--- config.mk ---
export PLATFORM = sky130hd
export DESIGN_NAME = uart1tx_fifo
export DESIGN_NICKNAME = d
export VERILOG_FILES = /design/src/rtl/uart1_pkg.sv /design/src/rtl/uart1_fifo_mem.sv /design/src/rtl/uart1tx_fifo.sv
export SDC_FILE = /design/constraint.sdc
export NUM_CORES = 1
export LEC_CHECK = 0
export ABC_AREA = 0
export CORE_ASPECT_RATIO = 1.25
export CORE_MARGIN = 2
export CORE_UTILIZATION = 54
export DETAILED_ROUTE_END_ITERATION = 7
export GPL_ROUTABILITY_DRIVEN = 0
export PLACE_DENSITY = 0.73
export RECOVER_POWER = 25
export SLEW_MARGIN = 20
export SYNTH_ARGS = -nofsm -noshare
export SYNTH_HDL_FRONTEND = slang
export SYNTH_SLANG_ARGS = --single-unit
export TNS_END_PERCENT = 50
--- constraint.sdc ---
create_clock -name clk -period 3.9 [get_ports clk]
set_clock_uncertainty 0.2 [all_clocks]
set_input_delay 0.78 -clock clk [delete_from_list [all_inputs] [get_ports clk]]
set_output_delay 0.78 -clock clk [all_outputs]
set_load 0.005 [all_outputs]
--- src/rtl/uart1_pkg.sv ---
// Shared definitions for the uart1 transmit FIFO slice.
//   seq_state_e                     - send sequencer states (2-bit encoding)
//   UART1_FIFO_DEPTH_BITS_DEFAULT   - default log2 FIFO depth
package uart1_pkg;

  typedef enum logic [1:0] {
    ST_IDLE      = 2'd0,
    ST_START     = 2'd1,
    ST_WAIT_ACK  = 2'd2,
    ST_WAIT_DONE = 2'd3
  } seq_state_e;

  localparam int UART1_FIFO_DEPTH_BITS_DEFAULT = 4;

endpackage

--- src/rtl/uart1_fifo_mem.sv ---
// Byte storage for the uart1 transmit FIFO: 2**DEPTH_BITS x 8-bit register array.
// Ports:
//   clk      - system clock
//   we_i     - write enable (one byte per clk)
//   waddr_i  - write address
//   wdata_i  - write byte
//   raddr_i  - read address (combinational read)
//   rdata_o  - byte at raddr_i
// Storage is deliberately not reset; its contents are don't-care until written.
module uart1_fifo_mem #(
  parameter int DEPTH_BITS = 4
) (
  input  logic                  clk,
  input  logic                  we_i,
  input  logic [DEPTH_BITS-1:0] waddr_i,
  input  logic [7:0]            wdata_i,
  input  logic [DEPTH_BITS-1:0] raddr_i,
  output logic [7:0]            rdata_o
);

  logic [7:0] mem_q [2**DEPTH_BITS];

  // Single write port.
  always_ff @(posedge clk) begin
    if (we_i) begin
      mem_q[waddr_i] <= wdata_i;
    end
  end

  assign rdata_o = mem_q[raddr_i];

endmodule

--- src/rtl/uart1tx_fifo.sv ---
// Byte FIFO and send sequencer feeding uart1tx through its data/send/busy handshake.
// Ports:
//   clk, nreset      - clock; asynchronous active-low reset
//   wr_data, wr      - enqueue byte / strobe (dropped when full)
//   flush            - synchronous FIFO clear (wins over wr)
//   overflow_clear   - clears sticky overflow (a dropped write in the same clk wins)
//   full, empty      - registered occupancy flags
//   level            - bytes currently stored (0..2**DEPTH_BITS)
//   overflow         - sticky: a write hit a full FIFO
//   tx_data, tx_send - byte and 1-clk send pulse to uart1tx
//   tx_busy          - busy from uart1tx
module uart1tx_fifo
  import uart1_pkg::*;
#(
  parameter int DEPTH_BITS = UART1_FIFO_DEPTH_BITS_DEFAULT
) (
  input  logic                clk,
  input  logic                nreset,
  input  logic [7:0]          wr_data,
  input  logic                wr,
  input  logic                flush,
  input  logic                overflow_clear,
  output logic                full,
  output logic                empty,
  output logic [DEPTH_BITS:0] level,
  output logic                overflow,
  output logic [7:0]          tx_data,
  output logic                tx_send,
  input  logic                tx_busy
);

  localparam logic [DEPTH_BITS:0]   LVL_FULL = {1'b1, {DEPTH_BITS{1'b0}}};
  localparam logic [DEPTH_BITS:0]   LVL_ZERO = {(DEPTH_BITS+1){1'b0}};
  localparam logic [DEPTH_BITS:0]   LVL_ONE  = (DEPTH_BITS+1)'(1);
  localparam logic [DEPTH_BITS-1:0] PTR_ZERO = {DEPTH_BITS{1'b0}};
  localparam logic [DEPTH_BITS-1:0] PTR_ONE  = DEPTH_BITS'(1);

  logic [DEPTH_BITS-1:0] wr_ptr_q, wr_ptr_d;
  logic [DEPTH_BITS-1:0] rd_ptr_q, rd_ptr_d;
  logic [DEPTH_BITS:0]   level_q, level_d;
  logic                  full_q, full_d;
  logic                  empty_q, empty_d;
  logic                  overflow_q, overflow_d;
  logic [7:0]            tx_data_q, tx_data_d;
  logic                  tx_send_q, tx_send_d;
  seq_state_e            state_q, state_d;
  logic                  push_s, pop_s;
  logic [7:0]            rdata_s;

  uart1_fifo_mem #(.DEPTH_BITS(DEPTH_BITS)) u_mem (
    .clk     (clk),
    .we_i    (push_s),
    .waddr_i (wr_ptr_q),
    .wdata_i (wr_data),
    .raddr_i (rd_ptr_q),
    .rdata_o (rdata_s)
  );

  // FIFO bookkeeping: push/pop qualification, pointers, level and flags.
  always_comb begin
    // Full is the registered flag, so a pop in the same clk does not make room.
    push_s     = wr && !full_q && !flush;
    // A flush discards the queue, so nothing is popped from it in that clk.
    pop_s      = (state_q == ST_IDLE) && !empty_q && !tx_busy && !flush;
    wr_ptr_d   = wr_ptr_q;
    rd_ptr_d   = rd_ptr_q;
    level_d    = level_q;
    overflow_d = overflow_q;
    if (flush) begin
      wr_ptr_d = PTR_ZERO;
      rd_ptr_d = PTR_ZERO;
      level_d  = LVL_ZERO;
    end else begin
      if (push_s) begin
        wr_ptr_d = wr_ptr_q + PTR_ONE;
      end else begin
        wr_ptr_d = wr_ptr_q;
      end
      if (pop_s) begin
        rd_ptr_d = rd_ptr_q + PTR_ONE;
      end else begin
        rd_ptr_d = rd_ptr_q;
      end
      case ({push_s, pop_s})
        2'b10:   level_d = level_q + LVL_ONE;
        2'b01:   level_d = level_q - LVL_ONE;
        default: level_d = level_q;
      endcase
    end
    full_d  = (level_d == LVL_FULL);
    empty_d = (level_d == LVL_ZERO);
    // Set beats clear when both happen in one clk.
    if (wr && full_q) begin
      overflow_d = 1'b1;
    end else if (overflow_clear) begin
      overflow_d = 1'b0;
    end else begin
      overflow_d = overflow_q;
    end
  end

  // Send sequencer: one pop per UART frame, then wait for busy to rise and fall.
  always_comb begin
    state_d   = state_q;
    tx_send_d = 1'b0;
    tx_data_d = tx_data_q;
    case (state_q)
      ST_IDLE: begin
        if (pop_s) begin
          tx_data_d = rdata_s;
          tx_send_d = 1'b1;
          state_d   = ST_START;
        end else begin
          state_d = ST_IDLE;
        end
      end
      // uart1tx samples send on the edge leaving this state.
      ST_START: state_d = ST_WAIT_ACK;
      ST_WAIT_ACK: begin
        if (tx_busy) begin
          state_d = ST_WAIT_DONE;
        end else begin
          state_d = ST_WAIT_ACK;
        end
      end
      ST_WAIT_DONE: begin
        if (!tx_busy) begin
          state_d = ST_IDLE;
        end else begin
          state_d = ST_WAIT_DONE;
        end
      end
      default: state_d = ST_IDLE;
    endcase
  end

  // State and output registers.
  always_ff @(posedge clk or negedge nreset) begin
    if (!nreset) begin
      wr_ptr_q   <= PTR_ZERO;
      rd_ptr_q   <= PTR_ZERO;
      level_q    <= LVL_ZERO;
      full_q     <= 1'b0;
      empty_q    <= 1'b1;
      overflow_q <= 1'b0;
      tx_data_q  <= 8'h00;
      tx_send_q  <= 1'b0;
      state_q    <= ST_IDLE;
    end else begin
      wr_ptr_q   <= wr_ptr_d;
      rd_ptr_q   <= rd_ptr_d;
      level_q    <= level_d;
      full_q     <= full_d;
      empty_q    <= empty_d;
      overflow_q <= overflow_d;
      tx_data_q  <= tx_data_d;
      tx_send_q  <= tx_send_d;
      state_q    <= state_d;
    end
  end

  assign full     = full_q;
  assign empty    = empty_q;
  assign level    = level_q;
  assign overflow = overflow_q;
  assign tx_data  = tx_data_q;
  assign tx_send  = tx_send_q;

endmodule

==> summary.txt <==
STA
  – Worst relative slew slack: 0.306
  – Final worst slack: 0.577 ns
  – Highest clock rate: 0.301 GHz
  – Final Hold Viols: 0
  – Final period util: 0.852
  – Tightest Pin Transition: 1.04 ns
  – Final setup fails: 0
  – Pins Over Slew Limit: 0
  – RSZ-0062 raised after global routing: false
  – Crit path time final: 3.32 ns
  – Total negative slack: 0 ns

Outcome
  – Status: finished, final reports clean

Power
  – Power Density: 522 mW/mm^2
  – Part of the power in the clock network: 0.445
  – Switch share: 0.201
  – Comb power frac: 0.074
  – Switching pwr: 0.000803 W
  – Pint: 0.00320 W
  – Register share of total power: 0.481
  – Peak supply drop: 0.355 mV
  – Lkg Pwr: 2.67 nW

Floorplanning
  – Die extent in x: 102 microns
  – Core Area: 0.0116 sq mm
  – # rows: 44
  – I/O pin count: 31
  – Die Span Y: 126 microns
  – Starting Density: 0.554
  – Die Area: 0.0128 sq mm

Setup path
  – Crit path cell chain: dlygate4sd3_1, nor4_4, or2b_2, inv_2, ha_1, xor2_1, ha_1, a21oi_1, mux2i_1, xor2_1, nand2_1, nor4b_1
  – CP endpoint kind: flip-flop
  – Worst path required time: 4.01 ns
  – CP Class: in2reg
  – Highest net fanout along the worst path: 3
  – Type of origin of the critical path: input port
  – Max stage delay on crit path: 0.60 ns
  – CP Data Arrival Time: 3.44 ns
  – Critical path's slowest cell: dlygate4sd3_1

Clock network
  – Cts hold-fix bufs: 0
  – TritonCTS Buffers: 17
  – CTS tree: yes
  – Worst-path clk slew: 0.06 ns
  – CTS resizes: 0
  – Post-CTS setup buffer count: 0
  – Worst-Skew Late Latency: 0.42 ns
  – Root buf cell: clkbuf_16
  – Clock H-tree levels: 4
  – Clock sink total: 155
  – Clock Path Buffers: 2

Layout
  – Layout cell share with drive strength beyond 1: 0.210
  – Area Overhead vs Synth: 19.1%
  – ANT cells: 0
  – Fillers: 779
  – Final nets: 462
  – Fin area: 0.00766 sq mm

Logic synthesis
  – Most common cell in the netlist: edfxtp_1
  – Cells after Synth: 385
  – Largest area contributor in the netlist: edfxtp_1
  – Yosys top cell area share: 0.598
  – Mean Syn Cell Area: 16.7 sq um
  – Sequential share of the synthesized area: 0.703
  – YS warnings: 0
  – Syn Nets: 407
  – Synth Cell Area: 0.00643 sq mm
  – Yosys reg bits: 155
  – Post-synth top cells: edfxtp_1, nor2_1, dfrtp_1
  – Asr flop ratio synth: 0.174
  – EDFF count, synth: 128
  – Post-synth top flop: edfxtp_1
  – Synth area leaders: edfxtp_1, dfrtp_1, mux2_2
  – Cell variety after synth: 44

Drt
  – Post-route antenna net violation count: 0
  – TritonRoute pass-1 iters: 4
  – Via count: 3488
  – DR DRC count: 0
  – Iter 0 DRT Violations: 292
  – Avg Vias per Cell: 5.68
  – Wire per inst: 20.7 microns
  – Post-Route WL: 12700 microns

Placed design
  – HPWL after detailed placement: 7910 microns
  – DP Worst Slack: 0.260 ns
  – Placement Cell Area: 0.00700 sq mm
  – Port Buf Inserts: 30

Global routing
  – Largest net degree at the start of global routing: 36
  – Initial antenna violation count: 0
  – Global-route usage over all layers: 0.218
  – Vias in the first global route: 3657
  – Total grt overflow: 0
  – Global-route wire length before repair: 20200 microns

Hold path
  – Hold/Removal Path Class: reg2reg

Flow run
  – Max_cap viols: 0
[flip-flops by register name (all words and copies together), names as in the netlist]
signal / count
tx_send: 1
wr_ptr_q: 4
u_mem.mem_q: 128
rd_ptr_q: 4
state_q: 2
full: 1
tx_data: 8
empty: 1
level: 5
overflow: 1
[power by group through the flow]
stage | clock network [W] | registers [W] | logic [W]
CTS | 0.00180 | 0.00192 | 0.000304
finish | 0.00178 | 0.00192 | 0.000297
detailed placement | 0 | 0.00195 | 0.000301
global placement | 0 | 0.00195 | 0.000293
global route | 0.00187 | 0.00193 | 0.000328
floorplan | 0 | 0.00194 | 0.000146
[cell usage in the layout (no fill, tap or decap), types with 4 or more instances in the layout]
master	netlist	routed
nor3_1	10	10
mux2_2	24	24
ha_1	8	8
clkbuf_16	0	17
a221o_1	8	8
dlygate4sd3_1	0	9
clkdlybuf4s50_1	0	21
inv_1	4	4
o22ai_1	8	8
clkbuf_8	1	5
mux2i_1	19	19
o21bai_1	8	8
buf_4	1	27
mux4_1	10	10
bufinv_16	0	4
nor2b_1	5	5
mux4_2	6	6
dfrtp_1	26	25
edfxtp_1	128	128
a21oi_1	13	13
nor2_1	36	36
nand2_1	11	11
o21ai_0	10	10
xor2_1	8	8
[metrics by stage]
stage,instances,total power [W],utilization,hold WS (ns)
after floorplan,385,0.00208,-,0.284
after global placement,582,0.00225,0.603,0.310
after detailed placement,582,0.00226,0.603,0.308
after CTS,614,0.00403,0.659,0.321
after global routing,614,0.00413,0.659,0.341
final,614,0.00400,0.659,0.322
[critical path: cells and delay by family]
family	cells	cell delay [ns]
AOI/OAI and AO/OA	1	0.17
xor gates and xnor gates	2	0.33
adders and majority gates	2	0.41
buffers and inverters	2	0.68
muxes	1	0.23
and+or+nand+nor	4	0.83
[final timing paths]
check	slack, ns	end	depth (start not counted)	startpoint
setup / recovery	0.58	full	12	tx_busy
hold / removal	0.32	overflow	2	full
setup reg to reg	0.98	full	11	state_q[0]
hold reg to reg	0.32	overflow	2	full
max in group asynchronous	2.08	tx_data[7]	2	nreset
min in group asynchronous	0.76	level[0]	1	nreset
[layout make-up]
cell class / instances / area, sq um / share of cell area
timing repair buffer: 57 / 503 / 0.0657
sequential: 155 / 4520 / 0.590
clock buffer: 23 / 498 / 0.0650
clock inverter: 9 / 158 / 0.0206
inverter: 5 / 18.8 / 0.00245
multi-input combinational: 204 / 1760 / 0.230
tap: 161 / 201 / 0.0263
[logic make-up (layout without fill, tap and decap cells)]
kind of cell             count (synthesis)  in the layout  synth area share
flip-flops                             155            155             0.703
AND/OR/NAND/NOR                         74             74            0.0555
multiplexers                            59             59             0.133
AO/OA/AOI/OAI                           52             52            0.0539
buffers and inverters                   26             94            0.0237
XOR/XNOR                                11             11            0.0150
adder cells (fa/ha/maj)                  8              8            0.0156
[layer usage]
layer,track usage,up-vias,share of wire
li1,-,1604,-
met1,0.274,1778,0.41
met2,0.370,93,0.53
met3,0.0505,13,0.042
met4,0.0771,0,0.011
met5,0,-,0
(Power assumes the default switching activity.)
